$ cat config.mk
export PLATFORM = sky130hd
export DESIGN_NAME = fifo_wr_arbiter
export DESIGN_NICKNAME = d
export VERILOG_FILES = /design/src/rtl/fifo_arb_pkg.sv /design/src/rtl/fifo_wr_arbiter_rr_pick.sv /design/src/rtl/fifo_wr_arbiter.sv
export SDC_FILE = /design/constraint.sdc
export NUM_CORES = 1
export LEC_CHECK = 0
export CAP_MARGIN = 10
export CORE_MARGIN = 5
export CORE_UTILIZATION = 27
export CTS_CLUSTER_DIAMETER = 60
export CTS_CLUSTER_SIZE = 25
export DETAILED_ROUTE_END_ITERATION = 10
export GPL_ROUTABILITY_DRIVEN = 0
export PLACE_DENSITY = 0.95
export SLEW_MARGIN = 30
export SYNTH_ARGS = -nofsm -noshare
export SYNTH_HDL_FRONTEND = slang
export SYNTH_HIERARCHICAL = 1
export SYNTH_SLANG_ARGS = --single-unit
$ cat constraint.sdc
create_clock -name clk -period 2.9 [get_ports clk]
set_clock_uncertainty 0.1 [all_clocks]
set_input_delay 0.58 -clock clk [delete_from_list [all_inputs] [get_ports clk]]
set_output_delay 0.58 -clock clk [all_outputs]
set_load 0.005 [all_outputs]
$ cat src/rtl/fifo_arb_pkg.sv
// Shared types and helpers for the fifo write-port arbiter.
// State encoding and a constant-foldable ceil-log2.
package fifo_arb_pkg;

    typedef enum logic {
        ST_IDLE = 1'b0,
        ST_BUSY = 1'b1
    } state_e;

    // Ceil log2 with a floor of one bit, usable in port widths.
    function automatic int clog2(input int n);
        int r;
        r = 0;
        for (int i = 0; i < 31; i++) begin
            if ((1 << i) < n) begin
                r = i + 1;
            end
        end
        return (r < 1) ? 1 : r;
    endfunction

endpackage

$ cat src/rtl/fifo_wr_arbiter_rr_pick.sv
// Rotate-priority picker: first asserted request after the last owner.
// Purely combinational; idx is meaningful only when any is set.
module rr_pick
    import fifo_arb_pkg::*;
#(
    parameter int NUM_REQ = 4,
    parameter int IW      = clog2(NUM_REQ)
) (
    input  logic [NUM_REQ-1:0] req_i,
    input  logic [IW-1:0]      last_i,
    output logic               any_o,
    output logic [IW-1:0]      idx_o
);

    logic          found;
    logic [IW-1:0] cand;

    // Scan last+1, last+2, ... wrapping mod NUM_REQ; keep the first hit.
    always_comb begin
        any_o = |req_i;
        idx_o = '0;
        found = 1'b0;
        cand  = '0;
        for (int k = 1; k <= NUM_REQ; k++) begin
            cand = IW'((int'(last_i) + k) % NUM_REQ);
            if (!found && req_i[cand]) begin
                idx_o = cand;
                found = 1'b1;
            end
        end
    end

endmodule

$ cat src/rtl/fifo_wr_arbiter.sv
// Round-robin arbiter sharing one fifo write port among producers.
// A grant lasts up to MAX_BURST beats; a full fifo stalls but never releases.
module fifo_wr_arbiter
    import fifo_arb_pkg::*;
#(
    parameter int NUM_REQ   = 4,
    parameter int WIDTH     = 32,
    parameter int MAX_BURST = 4
) (
    input  logic                       clk,
    input  logic                       rst,
    input  logic [NUM_REQ-1:0]         req_valid,
    input  logic [NUM_REQ*WIDTH-1:0]   req_data,
    output logic [NUM_REQ-1:0]         req_ready,
    output logic                       fifo_wr_en,
    output logic [WIDTH-1:0]           fifo_din,
    input  logic                       fifo_full,
    output logic                       grant_valid,
    output logic [clog2(NUM_REQ)-1:0]  grant_id
);

    localparam int IW = clog2(NUM_REQ);
    localparam int BW = clog2(MAX_BURST);
    localparam logic [BW-1:0] LAST_BEAT = BW'(MAX_BURST - 1);

    state_e        state_q, state_d;
    logic [IW-1:0] grant_q, grant_d;
    logic [IW-1:0] last_q, last_d;
    logic [BW-1:0] cnt_q, cnt_d;
    logic          pick_any;
    logic [IW-1:0] pick_idx;
    logic          owner_valid;
    logic          beat;

    rr_pick #(
        .NUM_REQ(NUM_REQ),
        .IW     (IW)
    ) u_pick (
        .req_i (req_valid),
        .last_i(last_q),
        .any_o (pick_any),
        .idx_o (pick_idx)
    );

    // Beat and output muxes derive only from registered grant state.
    assign owner_valid = req_valid[grant_q];
    assign beat        = (state_q == ST_BUSY) & owner_valid
                       & ~fifo_full & ~rst;
    assign fifo_wr_en  = beat;
    assign fifo_din    = req_data[grant_q*WIDTH +: WIDTH];
    assign req_ready   = beat ? (NUM_REQ'(1) << grant_q) : '0;
    assign grant_valid = (state_q == ST_BUSY);
    assign grant_id    = grant_q;

    // Next grant state: arbitrate in IDLE, count beats in BUSY.
    always_comb begin
        state_d = state_q;
        grant_d = grant_q;
        last_d  = last_q;
        cnt_d   = cnt_q;
        unique case (state_q)
            ST_IDLE: begin
                if (pick_any) begin
                    grant_d = pick_idx;
                    last_d  = pick_idx;
                    cnt_d   = '0;
                    state_d = ST_BUSY;
                end
            end
            ST_BUSY: begin
                if (beat) begin
                    if (cnt_q == LAST_BEAT) begin
                        state_d = ST_IDLE;
                    end else begin
                        cnt_d = cnt_q + 1'b1;
                    end
                end else if (!owner_valid) begin
                    state_d = ST_IDLE;
                end
            end
        endcase
    end

    // Grant registers; reset makes producer 0 the first winner.
    always_ff @(posedge clk or posedge rst) begin
        if (rst) begin
            state_q <= ST_IDLE;
            grant_q <= '0;
            last_q  <= IW'(NUM_REQ - 1);
            cnt_q   <= '0;
        end else begin
            state_q <= state_d;
            grant_q <= grant_d;
            last_q  <= last_d;
            cnt_q   <= cnt_d;
        end
    end

endmodule

# Word-level counts from Yosys, hierarchy flattened
# Index checks and enable logic that the tools add are counted.
dict set report word_totals {
  regBits 7
  latch_bits 0
  ram_bits 0
  rom_bits 0
  input_bits 135
  output_inout_bits 40
  wordCells 62
  mem_count 0
}
dict set report classes {
  n_addsub 5
  multipliers 0
  div 0
  n_lt_le_gt_ge 5
  n_eq_ne 4
  shifts 2
  n_mux 27
  bitwise 6
  n_reduce_logical 9
}
# op count
set op_table {}
lappend op_table {{$shiftx 128x8->32} 1}
lappend op_table {{$lt 2x3->1 const B} 5}
lappend op_table {{$mux 2} 7}
lappend op_table {{$mux 1} 12}
lappend op_table {{$bmux 1 s2} 5}
lappend op_table {{$add 2x1->2 const B} 3}
lappend op_table {{$add 2x2->2 const B} 2}
lappend op_table {{$mux 4} 1}
lappend op_table {{$ne 2x2->1 const B} 2}
lappend op_table {{$pmux 2 s2} 1}
lappend op_table {{$reduce_or 4->1} 1}
lappend op_table {{$shl 1x2->4 const A} 1}
lappend op_table {{$and 1x1->1} 3}
lappend op_table {{$logic_and 1x1->1} 3}
lappend op_table {{$logic_not 1->1} 3}
lappend op_table {{$not 1->1} 3}
lappend op_table {{$reduce_and 3->1} 1}
lappend op_table {{$eq 2x2->1 const B} 1}
lappend op_table {{$ne 2x1->1 const B} 1}
lappend op_table {{$pmux 1 s2} 1}
lappend op_table {{$reduce_and 2->1} 1}

# Logic depth before layout (Yosys ltp)
# Gate-level depths: netlist of the first run.
dict set report logic_depth {
  depth_word 13
  mapped_depth 5
}

# By module
# The synthesis of the first run kept the hierarchy.
# mod instances cells_per_inst area_each_um2 seq_area_each_um2
set by_module_without_submodules {}
lappend by_module_without_submodules {fifo_wr_arbiter 1 83 1223.7 177.7}
lappend by_module_without_submodules {rr_pick 1 14 81.3 0.0}

# Worst setup path after synthesis of the first run
# OpenSTA, ideal clock, no wires.
dict set report synth_timing {
  path_kind {input to output}
  start {input port req_valid[3]}
  end {output port fifo_wr_en}
  arrival_ps 1236
  slack_ps 984
  cell_stages 2
  path_cell_list {mux4_2 > and2_1}
}
dict set report synth_between {
  elab_chain_len 5
}
# element line
set synth_lines {}
lappend synth_lines {{start, declared} fifo_wr_arbiter.sv:12} ;# input logic [NUM_REQ-1:0] req_valid,
lappend synth_lines {{$bmux 1 s2} fifo_wr_arbiter.sv:46} ;# assign owner_valid = req_valid[grant_q];
lappend synth_lines {{$mux 1 (implied by the code)} fifo_wr_arbiter.sv:46}
lappend synth_lines {{$and 1x1->1} fifo_wr_arbiter.sv:47} ;# assign beat = (state_q == ST_BUSY) & owner_valid
lappend synth_lines {{$and 1x1->1 (2 in a row)} fifo_wr_arbiter.sv:48} ;# & ~fifo_full & ~rst;
lappend synth_lines {{end, declared} fifo_wr_arbiter.sv:15} ;# output logic fifo_wr_en,
# Every way passes these cells. The select of a mux whose other input is x is not followed.

# Worst setup path in the final report of the first run
# Ends and elaborated chain as after synthesis.

==> reports/results.ini, run 1 <==
[critical_path]
worstPathMaxFanout = 2
r2r_end = cnt_q[1]$_DFFE_PP0P_
crit_start = req_valid[3]
crit_path_start_kind = input port
cp.required_ns = 2.22
cp.arrival_ns = 2.12
cp-end-kind = output port
r2r-start = grant_id[0]$_DFFE_PP0P_
path_class = input port to output port
r2r_setup_slack_ns = 1.09
ff2ff_path_depth = 4

[drt]
drc = 0
wl_per_cell_microns = 20.43
drt-total-wl_microns = 7006
postRouteAntennaNets = 0
vias = 1744
drt-pass1-iter-count = 4
vias_per_cell = 5.085
drtIter0Drc = 68

[final_layout]
drive_gt1_share_pct = 17.03
nFillCells = 365
antenna_cells = 0
register_area_sq_um = 178.9
multi_input_area_sq_um = 1047
synthToLayoutAreaGrowth_pct = 146.4
nNetsFinal = 413

[yosys]
synth_seq_area_share_pct = 13.61
synthDistinctLibCells = 28
synth-seq-cells = 7
yosys-top-cells-count = 28 x mux4_2, 18 x nand2_1, 5 x dfrtp_1, 5 x mux4_1, 4 x buf_2
yosys-top-cells-area = mux4_2 48%, mux4_1 10%, dfrtp_1 9.6%, nand2_1 5.2%, dfstp_2 4.0%
synth_most_common_cell = mux4_2
synth_area_sq_um = 1305
synthesis.nets = 233
async_reset_ff_share_pct = 100.0
syn_avg_cell_area_sq_um = 13.45
synth_warnings = 6
yosys.area.top_type = mux4_2
synth_ff_type = dfrtp_1
yosys.area.top_type_share_pct = 48.32
synth_edf_count = 0
syn_inst = 97

[sta]
worstMarginPinSlew_ns = 0.3989
period_needed_ns = 2.797
hold_viol = 0
setup_ws_ns = 0.1033
rsz0062_at_grt = no
clock.fmax_mhz = 357.6
setup_viol = 0
maxSlewHeadroom_pct = 73.41
fin_crit_sh_pct = 96.44
fin_tns_setup_ns = 0
slew_viol_final = 0

[die]
ios = 175
core.rowCount = 25
start_util_pct = 27.63
die_area_sq_um = 6323
die_x_microns = 79.52
die_h_microns = 79.52
core-area_sq_um = 4723

[worst_hold_path]
hp-class = register to register
whs_endpoint = last_q[0]$_DFFE_PP1P_
hold_start = last_q[0]$_DFFE_PP1P_
hold-path-cell-count = 2

[placed_design]
dp_hpwl_microns = 6158
port_buffers = 174
place_ws_ns = 0.003359

[clock_tree]
insertion_delay_ns = 0.23
clockBufferDepth = 2
hold_buffers = 0
postCtsSetupRepairBufs = 0
numCtsBuffers = 3
cts_max_level = 1
cts-root-buf = clkbuf_8
cts_tree = done
clock-sinks = 7
clk_pin_slew_ns = 0.04

[global_route]
grt_pass1_vias = 1891
antenna_found_initial = 0
track_usage_pct = 21.34
grt_pass1_wl_microns = 10290
grt_max_degree = 33
overflow = 0

[job]
maxCapViolations = 0

[power]
vdd_drop_max_mv = 0.5573
power.leakage_uw = 0.001205
cellPowerDensity_nw_per_um2 = 644.5

[status]
outcome = completed

[through the flow]
| step | util (%) | hold slack (ns) | total power (uW) | cell area (sq um) | instances |
|---|---|---|---|---|---|
| 5_1_grt | 68.08 | 0.4188 | 2210 | 3216 | 343 |
| 6_report | 68.08 | 0.3930 | 2073 | 3216 | 343 |
| 4_1_cts | 67.87 | 0.3952 | 2094 | 3206 | 343 |
| 3_5_place_dp | 66.78 | 0.3896 | 1946 | 3154 | 339 |
| 3_3_place_gp | 66.78 | 0.3726 | 1904 | 3154 | 339 |
| 2_1_floorplan | - | 0.2819 | 1085 | 1305 | 97 |
[registers in the layout, summed over array words and instances (netlist names)]
| register | count |
|---|---|
| grant_id | 2 |
| last_q | 2 |
| grant_valid | 1 |
| cnt_q | 2 |
[placed cells by master, fill, tap and decap left out, types with 2 or more instances in the layout]
cell	n
mux4_1	5
dfrtp_1	4
nand2b_1	3
buf_4	6
dfstp_2	2
nor2b_1	2
mux2i_1	2
inv_1	3
nor2_1	2
mux4_2	28
clkdlybuf4s50_1	173
nand2_1	18
buf_12	3
clkbuf_8	3
a21oi_1	3
nor3_1	2
[worst max-delay path by stage]
stage,endpoint,cells after the start
6_report,fifo_wr_en,4
5_1_grt,fifo_wr_en,4
4_1_cts,req_ready[0],5
3_5_place_dp,req_ready[0],5
3_3_place_gp,req_ready[0],5
2_1_floorplan,fifo_wr_en,2
[cell families (layout without fill, tap and decap cells)]
family / count (synthesis) / after routing / synth area share, %
buffers and inverters: 11 / 190 / 7.191
multiplexers: 35 / 35 / 59.92
AO/OA/AOI/OAI: 8 / 8 / 4.698
adder cells (fa/ha/maj): 1 / 1 / 0.9586
flip-flops: 7 / 7 / 13.61
AND/OR/NAND/NOR: 35 / 35 / 13.62
[critical path, cell delays in order]
cell and delay [ns]:
clkdlybuf4s50_1 0.42, mux4_2 0.51, and2_1 0.15, clkdlybuf4s50_1 0.45
[where the power goes]
group	internal (uW)	switching (uW)	leakage [uW]
sequential	153	112	0.0000826
clock	95.3	44.8	0.0000228
combinational	1150	521	0.00110
[layout make-up]
class,count,share of cell area (%)
tap,67,2.607
multi-input combinational,79,32.57
clock buffer,4,1.401
sequential,7,5.564
inverter,3,0.3502
timing repair buffer,183,57.51
[routing by layer]
| layer | wire length, microns | global-route usage (%) | vias to the layer above |
|---|---|---|---|
| met4 | 129 | 4.296 | 0 |
| met5 | 0 | 0 | - |
| met1 | 2389 | 22.65 | 869 |
| met2 | 3942 | 42.24 | 88 |
| li1 | - | - | 777 |
| met3 | 545 | 4.853 | 10 |
[timing repair]
action | in CTS | in global routing
gates resized for setup | 1 | 3
pin swaps | 0 | 0
cloned | 0 | 0
setup endpoints to repair | 1 | 4
No activity file was read; power rests on OpenSTA's default activity.
==> inputs of run 2 (changes only) <==
--- a/config.mk
+++ b/config.mk
@@ -13,6 +13,7 @@
 export DETAILED_ROUTE_END_ITERATION = 10
 export GPL_ROUTABILITY_DRIVEN = 0
 export PLACE_DENSITY = 0.95
+export RECOVER_POWER = 50
 export SLEW_MARGIN = 30
 export SYNTH_ARGS = -nofsm -noshare
 export SYNTH_HDL_FRONTEND = slang
==> run 2 against run 1 <==
Against the previous run:
- clock-buffer cell count unchanged
- hold slack better by 0.0033 ns
- combinational power shrank 2%
- register-to-register slack barely moved
- die area unchanged
- critical path type unchanged
- largest power group unchanged
==> reports/results.ini, run 2 (same netlist as run 1, synthesis figures left out) <==
[sta]
period_needed_ns = 2.790  ; -0.006582 ns
fin_tns_setup_ns = 0  ; unchanged
worstMarginPinSlew_ns = 0.4008  ; +0.001883 ns
setup_viol = 0  ; unchanged
slew_viol_final = 0  ; unchanged
fin_crit_sh_pct = 96.21  ; -0.23 points
clock.fmax_mhz = 358.4  ; +0.24%
holdWs_ns = 0.3963  ; +0.003320 ns
maxSlewHeadroom_pct = 73.28  ; -0.13 points
rsz0062_at_grt = no
hold_viol = 0  ; unchanged

[drt]
vias = 1742  ; -0.11%
wl_per_cell_microns = 20.42  ; about the same
drtIter0Drc = 61  ; -10%
wl_met2_microns = 3937  ; -0.13%
drt-pass1-iter-count = 5  ; +1
vias_per_cell = 5.079  ; -0.11%
drc = 0  ; unchanged
wl_met3_microns = 556  ; +2.0%
top_layer = met4
postRouteAntennaNets = 0  ; unchanged
drt-total-wl_microns = 7005  ; about the same
wl_met1_microns = 2408  ; +0.80%

[clock_tree]
clock-sinks = 7  ; unchanged
clockBufferDepth = 2  ; unchanged
clk_pin_slew_ns = 0.04  ; about the same
cts_tree = done
hold_buffers = 0  ; unchanged
numCtsBuffers = 3  ; unchanged
cts-root-buf = clkbuf_8
cts_max_level = 1  ; unchanged
insertion_delay_ns = 0.23  ; about the same

[status]
outcome = completed

[global_route]
grt_pass1_vias = 1891  ; unchanged
overflow = 0  ; unchanged
grt_max_degree = 33  ; unchanged
grt_pass1_wl_microns = 10290  ; unchanged
antenna_found_initial = 0  ; unchanged
track_usage_pct = 21.34  ; unchanged

[critical_path]
cp-end-kind = output port
path_buf_inv = 2  ; unchanged
path_class = input port to output port
slowest_stage = mux4_2
cp.arrival_ns = 2.11  ; about the same
cp.required_ns = 2.22  ; about the same
crit_chain = clkdlybuf4s50_1, mux4_2, and2_1, clkdlybuf4s50_1
max_stage_delay_ns = 0.50  ; about the same
crit_top_cell = clkdlybuf4s50_1
crit_path_start_kind = input port
worstPathMaxFanout = 2  ; unchanged
cpLargestDelayFamily = buffers and inverters

[die]
ios = 175  ; unchanged
die_area_sq_um = 6323  ; unchanged
die_x_microns = 79.52  ; unchanged
die_h_microns = 79.52  ; unchanged
core-area_sq_um = 4723  ; unchanged
start_util_pct = 27.63  ; unchanged
core.rowCount = 25  ; unchanged

[placed_design]
placed_area_sq_um = 3154  ; unchanged
dp_hpwl_microns = 6158  ; unchanged
port_buffers = 174  ; unchanged

[power]
combinationalPowerShare_pct = 80.1  ; -0.4 points
vdd_drop_max_mv = 0.5475  ; -1.7%
p_sw_share_pct = 33.17  ; +0.45 points
cellPowerDensity_nw_per_um2 = 634.7  ; -1.5%
p_sw_uw = 674.9  ; -0.47%
p_int_uw = 1360  ; -2.5%
power.leakage_uw = 0.001201  ; -0.34%
seq_power_share_pct = 13.0  ; +0.2 points
clockPowerShare_pct = 6.9  ; about the same

[worst_hold_path]
hp-class = register to register

[final_layout]
synthToLayoutAreaGrowth_pct = 145.6
nNetsFinal = 413  ; unchanged
fin_util_pct = 67.87  ; -0.21 points
antenna_cells = 0  ; unchanged
nFillCells = 366  ; +0.27%
stdcell_area_sq_um = 3206  ; -0.31%
layout_common_cells = 163 x clkdlybuf4s50_1, 28 x mux4_2, 18 x nand2_1
drive_gt1_share_pct = 15.94  ; -1.1 points
register_area_sq_um = 178.9  ; unchanged
multi_input_area_sq_um = 1045  ; -0.24%
mostFrequentLayoutCell = clkdlybuf4s50_1

[job]
maxCapViolations = 0  ; unchanged

==> run 2: metal layers <==
| layer | track usage, % | vias up |
|---|---|---|
| li1 | - | 777 |
| met1 | 22.65 | 860 |
| met2 | 42.24 | 97 |
| met3 | 4.853 | 8 |
| met4 | 4.296 | 0 |
| met5 | 0 | - |
==> run 2: path summary, 6_finish.rpt <==
kind,cells past startpoint,slack [ns],end,from
worst max register to register,4,1.08,cnt_q[1]$_DFFE_PP0P_,grant_id[0]$_DFFE_PP0P_
min in group asynchronous,2,0.62,grant_valid$_DFF_PP0_,rst
worst min-delay path,2,0.40,last_q[0]$_DFFE_PP1P_,last_q[0]$_DFFE_PP1P_
worst max-delay path,4,0.11,fifo_wr_en,req_valid[3]
worst min register to register,2,0.40,last_q[0]$_DFFE_PP1P_,last_q[0]$_DFFE_PP1P_
max in group asynchronous,2,1.80,last_q[0]$_DFFE_PP1P_,rst
==> run 2: area by class of cell <==
type	instances	share of cell area, %
well taps	67	2.615
clock buffers	4	1.405
multi-input cells	79	32.59
flip-flops and latches	7	5.582
inverters	3	0.3513
repair buffers	183	57.46
==> run 2: stage by stage <==
stage          power, uW  setup slack, ns  std cells
2_1_floorplan       1085           0.9836         97
6_report            2035           0.1098        343
3_5_place_dp        1946         0.003359        339
5_1_grt             2172          0.02600        343
4_1_cts             2094          0.03991        343
3_3_place_gp        1904          0.08822        339
==> run 2: power by group through the flow <==
stage / logic [uW] / registers [uW] / clock network [uW]
2_1_floorplan: 886 / 199 / 0
3_3_place_gp: 1650 / 257 / 0
3_5_place_dp: 1680 / 264 / 0
4_1_cts: 1690 / 266 / 140
5_1_grt: 1750 / 275 / 149
6_report: 1630 / 265 / 140
==> run 2: what timing repair did <==
item	CTS	global route
endpoints found under the hold margin	0	0
buffers inserted	0	0
resized for setup	1	3
endpoints found under the setup margin	1	4
==> run 2: worst reg2reg max path: stages, from the launching register on <==
cell and delay (ns):
dfrtp_2 0.61, mux4_2 0.59, clkbuf_1 0.16, nand3b_1 0.12, mux2i_1 0.18
